`src/rtl/control_merge_dataless_pkg.sv`:
```
// Shared definitions for the dataless control merge: index-width helpers
// used by the elaboration-time parameter check, and the sent-bit state type
// of the eager fork register blocks.
package control_merge_dataless_pkg;

  // Ceiling log2, with a floor of 0 for value <= 1.
  function automatic int clog2(input int value);
    int result;
    int remaining;
    result    = 0;
    remaining = value - 1;
    while (remaining > 0) begin
      result    = result + 1;
      remaining = remaining >> 1;
    end
    return result;
  endfunction

  // True when an index of 'width' bits can address 'size' inputs.
  // A width of at least one bit is always required, even for a single input.
  function automatic bit index_width_ok(input int size, input int width);
    return (size >= 1) && (width >= 1) && (clog2(size) <= width);
  endfunction

  // Per-output state of the eager fork: still owed the current token, or
  // already delivered it and waiting for the other output to catch up.
  typedef enum logic {
    FORK_PENDING = 1'b0,
    FORK_SENT    = 1'b1
  } sent_state_t;

endpackage

```
`src/rtl/control_merge_dataless_eager_fork_register_block.sv`:
```
// One leg of an eager fork: remembers whether its consumer already took the
// current token so it is not offered twice while the other leg is stalled.
module control_merge_dataless_eager_fork_register_block
  import control_merge_dataless_pkg::*;
(
  input  logic clk,
  input  logic rst,
  input  logic ins_valid,
  input  logic fork_ready,
  output logic outs_valid,
  input  logic outs_ready,
  output logic done
);

  sent_state_t state;
  sent_state_t state_next;

  // Sent-bit register.
  always_ff @(posedge clk) begin
    if (rst) begin
      state <= FORK_PENDING;
    end else begin
      state <= state_next;
    end
  end

  // Offer the token until accepted; clear once every leg is done with it.
  always_comb begin
    outs_valid = ins_valid & (state == FORK_PENDING);
    done       = outs_ready | (state == FORK_SENT);
    state_next = state;
    if (fork_ready) begin
      state_next = FORK_PENDING;
    end else if (outs_valid && outs_ready) begin
      state_next = FORK_SENT;
    end
  end

endmodule

```
`src/rtl/control_merge_dataless_tehb.sv`:
```
// One-slot transparent elastic buffer. Data passes straight through while
// empty; when the consumer stalls, the current word is captured and the
// producer is held off until the consumer accepts it.
module control_merge_dataless_tehb #(
  parameter int DATA_TYPE = 1
) (
  input  logic                 clk,
  input  logic                 rst,
  input  logic [DATA_TYPE-1:0] ins,
  input  logic                 ins_valid,
  output logic                 ins_ready,
  output logic [DATA_TYPE-1:0] outs,
  output logic                 outs_valid,
  input  logic                 outs_ready
);

  logic                 full;
  logic [DATA_TYPE-1:0] stored;

  // Capture the word on a stall; the slot keeps its contents until the consumer takes it.
  always_ff @(posedge clk) begin
    if (rst) begin
      full   <= 1'b0;
      stored <= '0;
    end else begin
      full <= outs_valid & ~outs_ready;
      if (!full) begin
        stored <= ins;
      end
    end
  end

  // Present the buffered word while full, otherwise the live input.
  always_comb begin
    outs_valid = ins_valid | full;
    outs       = full ? stored : ins;
    ins_ready  = ~full;
  end

endmodule

```
`src/rtl/control_merge_dataless.sv`:
```
// Dataless control merge: a fixed-priority merge of SIZE token inputs into a
// one-slot buffer holding the winner's index, followed by an eager fork that
// delivers the token on the dataless output and the index on its own channel.
module control_merge_dataless
  import control_merge_dataless_pkg::*;
#(
  parameter int SIZE       = 2,
  parameter int INDEX_TYPE = 1
) (
  input  logic                  clk,
  input  logic                  rst,
  input  logic [SIZE-1:0]       ins_valid,
  output logic [SIZE-1:0]       ins_ready,
  output logic                  outs_valid,
  input  logic                  outs_ready,
  output logic [INDEX_TYPE-1:0] index,
  output logic                  index_valid,
  input  logic                  index_ready
);

  if (!index_width_ok(SIZE, INDEX_TYPE)) begin : g_bad_index_width
    $error("control_merge_dataless: INDEX_TYPE=%0d cannot address SIZE=%0d inputs",
           INDEX_TYPE, SIZE);
  end

  logic [INDEX_TYPE-1:0] sel;
  logic                  any_valid;
  logic                  merge_valid;
  logic                  tehb_in_ready;
  logic [INDEX_TYPE-1:0] tehb_index;
  logic                  tehb_valid;
  logic                  fork_valid;
  logic                  fork_ready;
  logic                  done_outs;
  logic                  done_index;

  // Fixed priority: scanning from the top down leaves the lowest valid input selected.
  always_comb begin
    sel       = '0;
    any_valid = 1'b0;
    for (int i = SIZE - 1; i >= 0; i--) begin
      if (ins_valid[i]) begin
        sel       = INDEX_TYPE'(i);
        any_valid = 1'b1;
      end
    end
  end

  // Tokens offered while reset is asserted are neither granted nor forwarded.
  always_comb begin
    merge_valid = any_valid & ~rst;
    fork_valid  = tehb_valid & ~rst;
    fork_ready  = done_outs & done_index;
  end

  // Grant only the selected input, and only while the buffer slot is free.
  always_comb begin
    ins_ready = '0;
    for (int i = 0; i < SIZE; i++) begin
      ins_ready[i] = tehb_in_ready & merge_valid & (sel == INDEX_TYPE'(i));
    end
  end

  control_merge_dataless_tehb #(
    .DATA_TYPE(INDEX_TYPE)
  ) u_tehb (
    .clk       (clk),
    .rst       (rst),
    .ins       (sel),
    .ins_valid (merge_valid),
    .ins_ready (tehb_in_ready),
    .outs      (tehb_index),
    .outs_valid(tehb_valid),
    .outs_ready(fork_ready)
  );

  control_merge_dataless_eager_fork_register_block u_fork_outs (
    .clk       (clk),
    .rst       (rst),
    .ins_valid (fork_valid),
    .fork_ready(fork_ready),
    .outs_valid(outs_valid),
    .outs_ready(outs_ready),
    .done      (done_outs)
  );

  control_merge_dataless_eager_fork_register_block u_fork_index (
    .clk       (clk),
    .rst       (rst),
    .ins_valid (fork_valid),
    .fork_ready(fork_ready),
    .outs_valid(index_valid),
    .outs_ready(index_ready),
    .done      (done_index)
  );

  // The index reads zero during reset so a discarded token's position never shows.
  always_comb begin
    index = rst ? '0 : tehb_index;
  end

endmodule

```
`config.mk`:
```
export PLATFORM = sky130hd
export DESIGN_NAME = control_merge_dataless
export DESIGN_NICKNAME = d
export VERILOG_FILES = /design/src/rtl/control_merge_dataless_pkg.sv /design/src/rtl/control_merge_dataless_eager_fork_register_block.sv /design/src/rtl/control_merge_dataless_tehb.sv /design/src/rtl/control_merge_dataless.sv
export SDC_FILE = /design/constraint.sdc
export NUM_CORES = 1
export LEC_CHECK = 0
export CORE_AREA = 2 2 39 41
export DETAILED_ROUTE_END_ITERATION = 10
export DIE_AREA = 0 0 41 43
export HOLD_SLACK_MARGIN = 0.08
export PLACE_DENSITY = 0.41
export REMOVE_ABC_BUFFERS = 1
export SKIP_CTS_REPAIR_TIMING = 1
export SLEW_MARGIN = 25
export SYNTH_ARGS = -nofsm -noshare
export SYNTH_HDL_FRONTEND = slang
export SYNTH_HIERARCHICAL = 1
export SYNTH_SLANG_ARGS = --single-unit
export TNS_END_PERCENT = 30
```
`constraint.sdc`:
```
create_clock -name clk -period 1.1 [get_ports clk]
set_input_delay 0.22 -clock clk [delete_from_list [all_inputs] [get_ports clk]]
set_output_delay 0.22 -clock clk [all_outputs]
set_load 0.01 [all_outputs]
```
* After elaboration in Yosys (flattened, before gate mapping)
Index checks and enable logic that the tools add are counted.
Storage, ports and cells: flip-flop bits (word level) 4, input port bits 6, output and inout port bits 5, logic and storage cells 30
Operators by class: multiplexer cells 5, bitwise logic cells 18, reduce and logical (&&, ||, !) cells 3
Operator list (count):
- $and 1x1->1 | 9
- $not 1->1 | 6
- $mux 1 | 5
- $or 1x1->1 | 3
- $logic_and 1x1->1 | 2
- $reduce_or 2->1 | 1

* Longest topological paths before layout
depth in word-level cells 7, gate-level depth with buffers 5, gate-level depth less buffers 5

* Modules after synthesis
Netlist, hierarchy kept.
By module, submodules not included:
- control_merge_dataless_eager_fork_register_block | times used 2, cells an instance 5, area each 47.5 sq um, sequential area each 20.0 sq um
- control_merge_dataless_tehb | times used 1, cells an instance 7, area each 86.3 sq um, sequential area each 40.0 sq um
- control_merge_dataless | times used 1, cells an instance 7, area each 62.6 sq um, sequential area each 0.0 sq um

* Least setup slack after synthesis
Ideal clock, no wire load.
path kind input to output, start input port ins_valid[1], end output port index_valid, arrival time 956 ps, data required time 880 ps, path slack -76 ps, stages 4, buffers on the path 0, cells stage by stage o21ba_2 > or2_1 > and2b_2 > nor2b_1
Between the ends: longest elaborated chain between the ends 6
Ends and longest elaborated chain:
- start, declared | RTL line control_merge_dataless.sv:12 | input logic [SIZE-1:0] ins_valid,
- $mux 1 (2 in series) | RTL line control_merge_dataless.sv:42 | if (ins_valid[i]) begin
- $and 1x1->1 | RTL line control_merge_dataless.sv:51 | merge_valid = any_valid & ~rst;
- $or 1x1->1 | RTL line control_merge_dataless_tehb.sv:35 | outs_valid = ins_valid | full;
- via tehb_valid | RTL line control_merge_dataless.sv:31 | logic tehb_valid;
- $and 1x1->1 | RTL line control_merge_dataless.sv:52 | fork_valid = tehb_valid & ~rst;
- via fork_valid | RTL line control_merge_dataless.sv:32 | logic fork_valid;
- $and 1x1->1 | RTL line control_merge_dataless_eager_fork_register_block.sv:29 | outs_valid = ins_valid & (state == FORK_PENDING);
- end, declared | RTL line control_merge_dataless.sv:17 | output logic index_valid,
The timed path passes the listed nets, and every way through them passes these cells.

* Worst setup path after layout
start register u_tehb.full, end output port index_valid
Between the ends: longest elaborated chain between the ends 3
Ends and longest elaborated chain:
- start, declared | RTL line control_merge_dataless_tehb.sv:17 | logic full;
- start signal, assigned | RTL line control_merge_dataless_tehb.sv:26 | full <= outs_valid & ~outs_ready;
- $or 1x1->1 | RTL line control_merge_dataless_tehb.sv:35
- via tehb_valid | RTL line control_merge_dataless.sv:31
- $and 1x1->1 | RTL line control_merge_dataless.sv:52
- via fork_valid | RTL line control_merge_dataless.sv:32
- $and 1x1->1 | RTL line control_merge_dataless_eager_fork_register_block.sv:29
The timed path passes the listed nets, and every way through them passes these cells.

==> flow_metrics.tcl <==
set metrics [dict create \
    fin_area_sq_um 408 \
    setup_viol 6 \
    hold_slack_ps 347 \
    crit_arrival_ps 1240 \
    switching_share_pct 23.4 \
    synthCells 24 \
    slew_headroom_pct 90.3 \
    final.period_utilization_pct 132 \
    cts_buffers 3 \
    antenna_found_initial 0 \
    grt_start_max_net_pins 9 \
    drt-initial-drc-count 1 \
    p_leak_nw 0.203 \
    drive_above_1_share_pct 61.9 \
    clock.fmax_mhz 687 \
    clkPwrFrac_pct 40.4 \
    drt-total-wl_um 540 \
    fin_tns_setup_ps -1210 \
    drc 0 \
    postSynth.asyncResetShare_pct 0 \
    yosysTopAreaCell "dfxtp_1" \
    status "finished, violations left" \
    critPathKind "flop to output port" \
    ir_drop_uv 405 \
    rows 14 \
    fin_ws_ps -355 \
    startpoint_type "flop" \
    cpPeakStageDelay_ps 320 \
    synthTopCellsByArea "dfxtp_1 33%, nor3_2 8.2%, nor2b_1 7.7%" \
    end_kind "output port" \
    r2r_start "u_tehb/full" \
    place_hpwl_um 406 \
    viasPerCell 3.91 \
    cts-root-buf "clkbuf_4" \
    gp_congestion 0.612 \
    synth_top_area_share_pct 32.8 \
    htree_num_levels 1 \
    num_vias 227 \
    required_ps 880 \
    worstPathCellList "or2_1 -> and2b_2 -> nor2b_1 -> buf_2" \
    num_io_pins 11 \
    period_minus_slack_ps 1460 \
    fp.dieH_um 43 \
    fin_nets 50 \
    die_area_sq_mm 0.00176 \
    core_sq_mm 0.00138 \
    cts_tree "done" \
    area_growth_pct 67.2 \
    grt_pass1_wl_um 869 \
    hold_viol_final 0 \
    max-cap-violations 0 \
    worst_slew_pin_slew_ps 145 \
    overflow 0 \
    ctsLongestPathBuffers 2 \
    path_max_fanout 4 \
    wl_per_cell_um 9.31 \
    grt_util_all_layers_pct 7.63 \
    powerDensity_mw_per_mm2 1090 \
    finalMaxSlewViolations 0 \
    cp_slowest_cell "dfxtp_2" \
    start_util_pct 17.6 \
    grt_pass1_vias 225 \
    synth_edf_count 0 \
    clock_latency_ps 230 \
    detail_route.first_pass.iterations 2 \
    rrSetupSlack_ps -70 \
    reg2reg_to "u_fork_index/state" \
    diodes 0 \
    clkSlewWorstSetupHoldPaths_ps 40 \
    startpoint "u_tehb/full" \
    yosysMostFrequentCell "dfxtp_1" \
    rr_worst_depth 5 \
    comb_power_share_pct 23.9 \
    p_int_w 0.000342 \
    synth.distinct_cells 14 \
    cts_num_sinks 4 \
    crit_end "index_valid" \
    ys_ff_latch 4 \
    port_buffers 10 \
    rsz0062_at_grt "yes" \
    postPlaceCellArea_sq_um 394 \
    min_path_type "input pin to flop" \
    synth_ff_type "dfxtp_1" \
    fin_skew_ps 2.82 \
    p_seq_share_pct 35.6 \
    yosys_warnings 6 \
    synth_area_sq_um 244 \
    p_switching_w 0.000104 \
    netlist_top_cells_count "4 x dfxtp_1, 3 x nor2b_1, 3 x or2_1" \
    synth.avg_cell_area_sq_um 10.2 \
    ant_nets 0 \
    die-width_um 41 \
    violations "setup timing" \
    synth_sequential_area_ratio_pct 32.8 \
]
worst min path at each step:
stage / from / to / depth (start not counted)
finish: rst / u_tehb/stored / 3
global route: rst / u_tehb/stored / 3
CTS: u_fork_index/state / u_fork_index/state / 2
detailed placement: u_fork_index/state / u_fork_index/state / 2
global placement: u_fork_index/state / u_fork_index/state / 2
floorplan: rst / u_tehb/stored / 1
routing by layer:
layer | wire [um] | part of all wire [%] | track usage (%) | vias to the layer above
met4 | 0 | 0 | 6.00 | 0
met1 | 229 | 42 | 9.00 | 98
met3 | 65 | 12 | 3.66 | 0
met5 | 0 | 0 | 0 | -
met2 | 245 | 45 | 10.0 | 11
li1 | - | - | - | 118
layout by cell type, fill, tap and decap left out:
cell type and count:
buf_4 5, and4bb_2 1, and2_4 1, buf_2 1, a21oi_1 2, inv_1 1, nor2b_4 1, and2b_2 2
mux2_4 1, nor3_2 2, clkbuf_2 5, clkbuf_4 3, nor3b_2 1, and3b_2 1, clkdlybuf4s50_1 2, dfxtp_2 1
nor2b_1 3, dlymetal6s2s_1 2, or2_1 3, o21ba_2 1, dfxtp_1 3
registers in the layout, summed over array words and instances (netlist names):
name and count:
u_fork_index/state 1, u_fork_outs/state 1, u_tehb/full 1, u_tehb/stored 1
power by group through the flow:
stage	clock network, W	registers [W]	logic, W
final	0.000180	0.000159	0.000107
after global routing	0.000195	0.000160	0.000119
after CTS	0.000195	0.000158	0.000114
after detailed placement	0	0.000161	0.000113
after global placement	0	0.000161	0.000112
after floorplan	0	0.000160	0.0000516
kinds of logic (layout without fill, tap and decap cells):
kind of cell    count (synthesis)  after routing  synth area share (%)
mux                             1              1                  6.15
compound gates                  3              3                  8.21
simple gates                   15             15                  51.3
buf+inv                         1             19                  1.54
flops                           4              4                  32.8
metrics by stage:
step | power, W | worst slack, ps | cells | util [%]
floorplan | 0.000211 | -76.4 | 24 | -
global placement | 0.000273 | -994 | 54 | 28.5
detailed placement | 0.000274 | -994 | 54 | 28.5
CTS | 0.000467 | -994 | 57 | 30.1
global route | 0.000474 | -410 | 58 | 29.5
finish | 0.000446 | -355 | 58 | 29.5
layout make-up:
cell class	instances	area [sq um]
inverters	1	3.75
repair buffers	15	113
fillers	155	976
clock buffers	3	22.5
multi-input cells	19	168
flip-flops and latches	4	81.3
well taps	16	20.0
worst max-delay path: cells and delay by family, from the launching register on:
family	cells	cell delay, ps
buffers and inverters	1	130
flip-flops	1	320
AND/OR/NAND/NOR	3	550
Note: power is estimated with default switching activity, not from simulation.
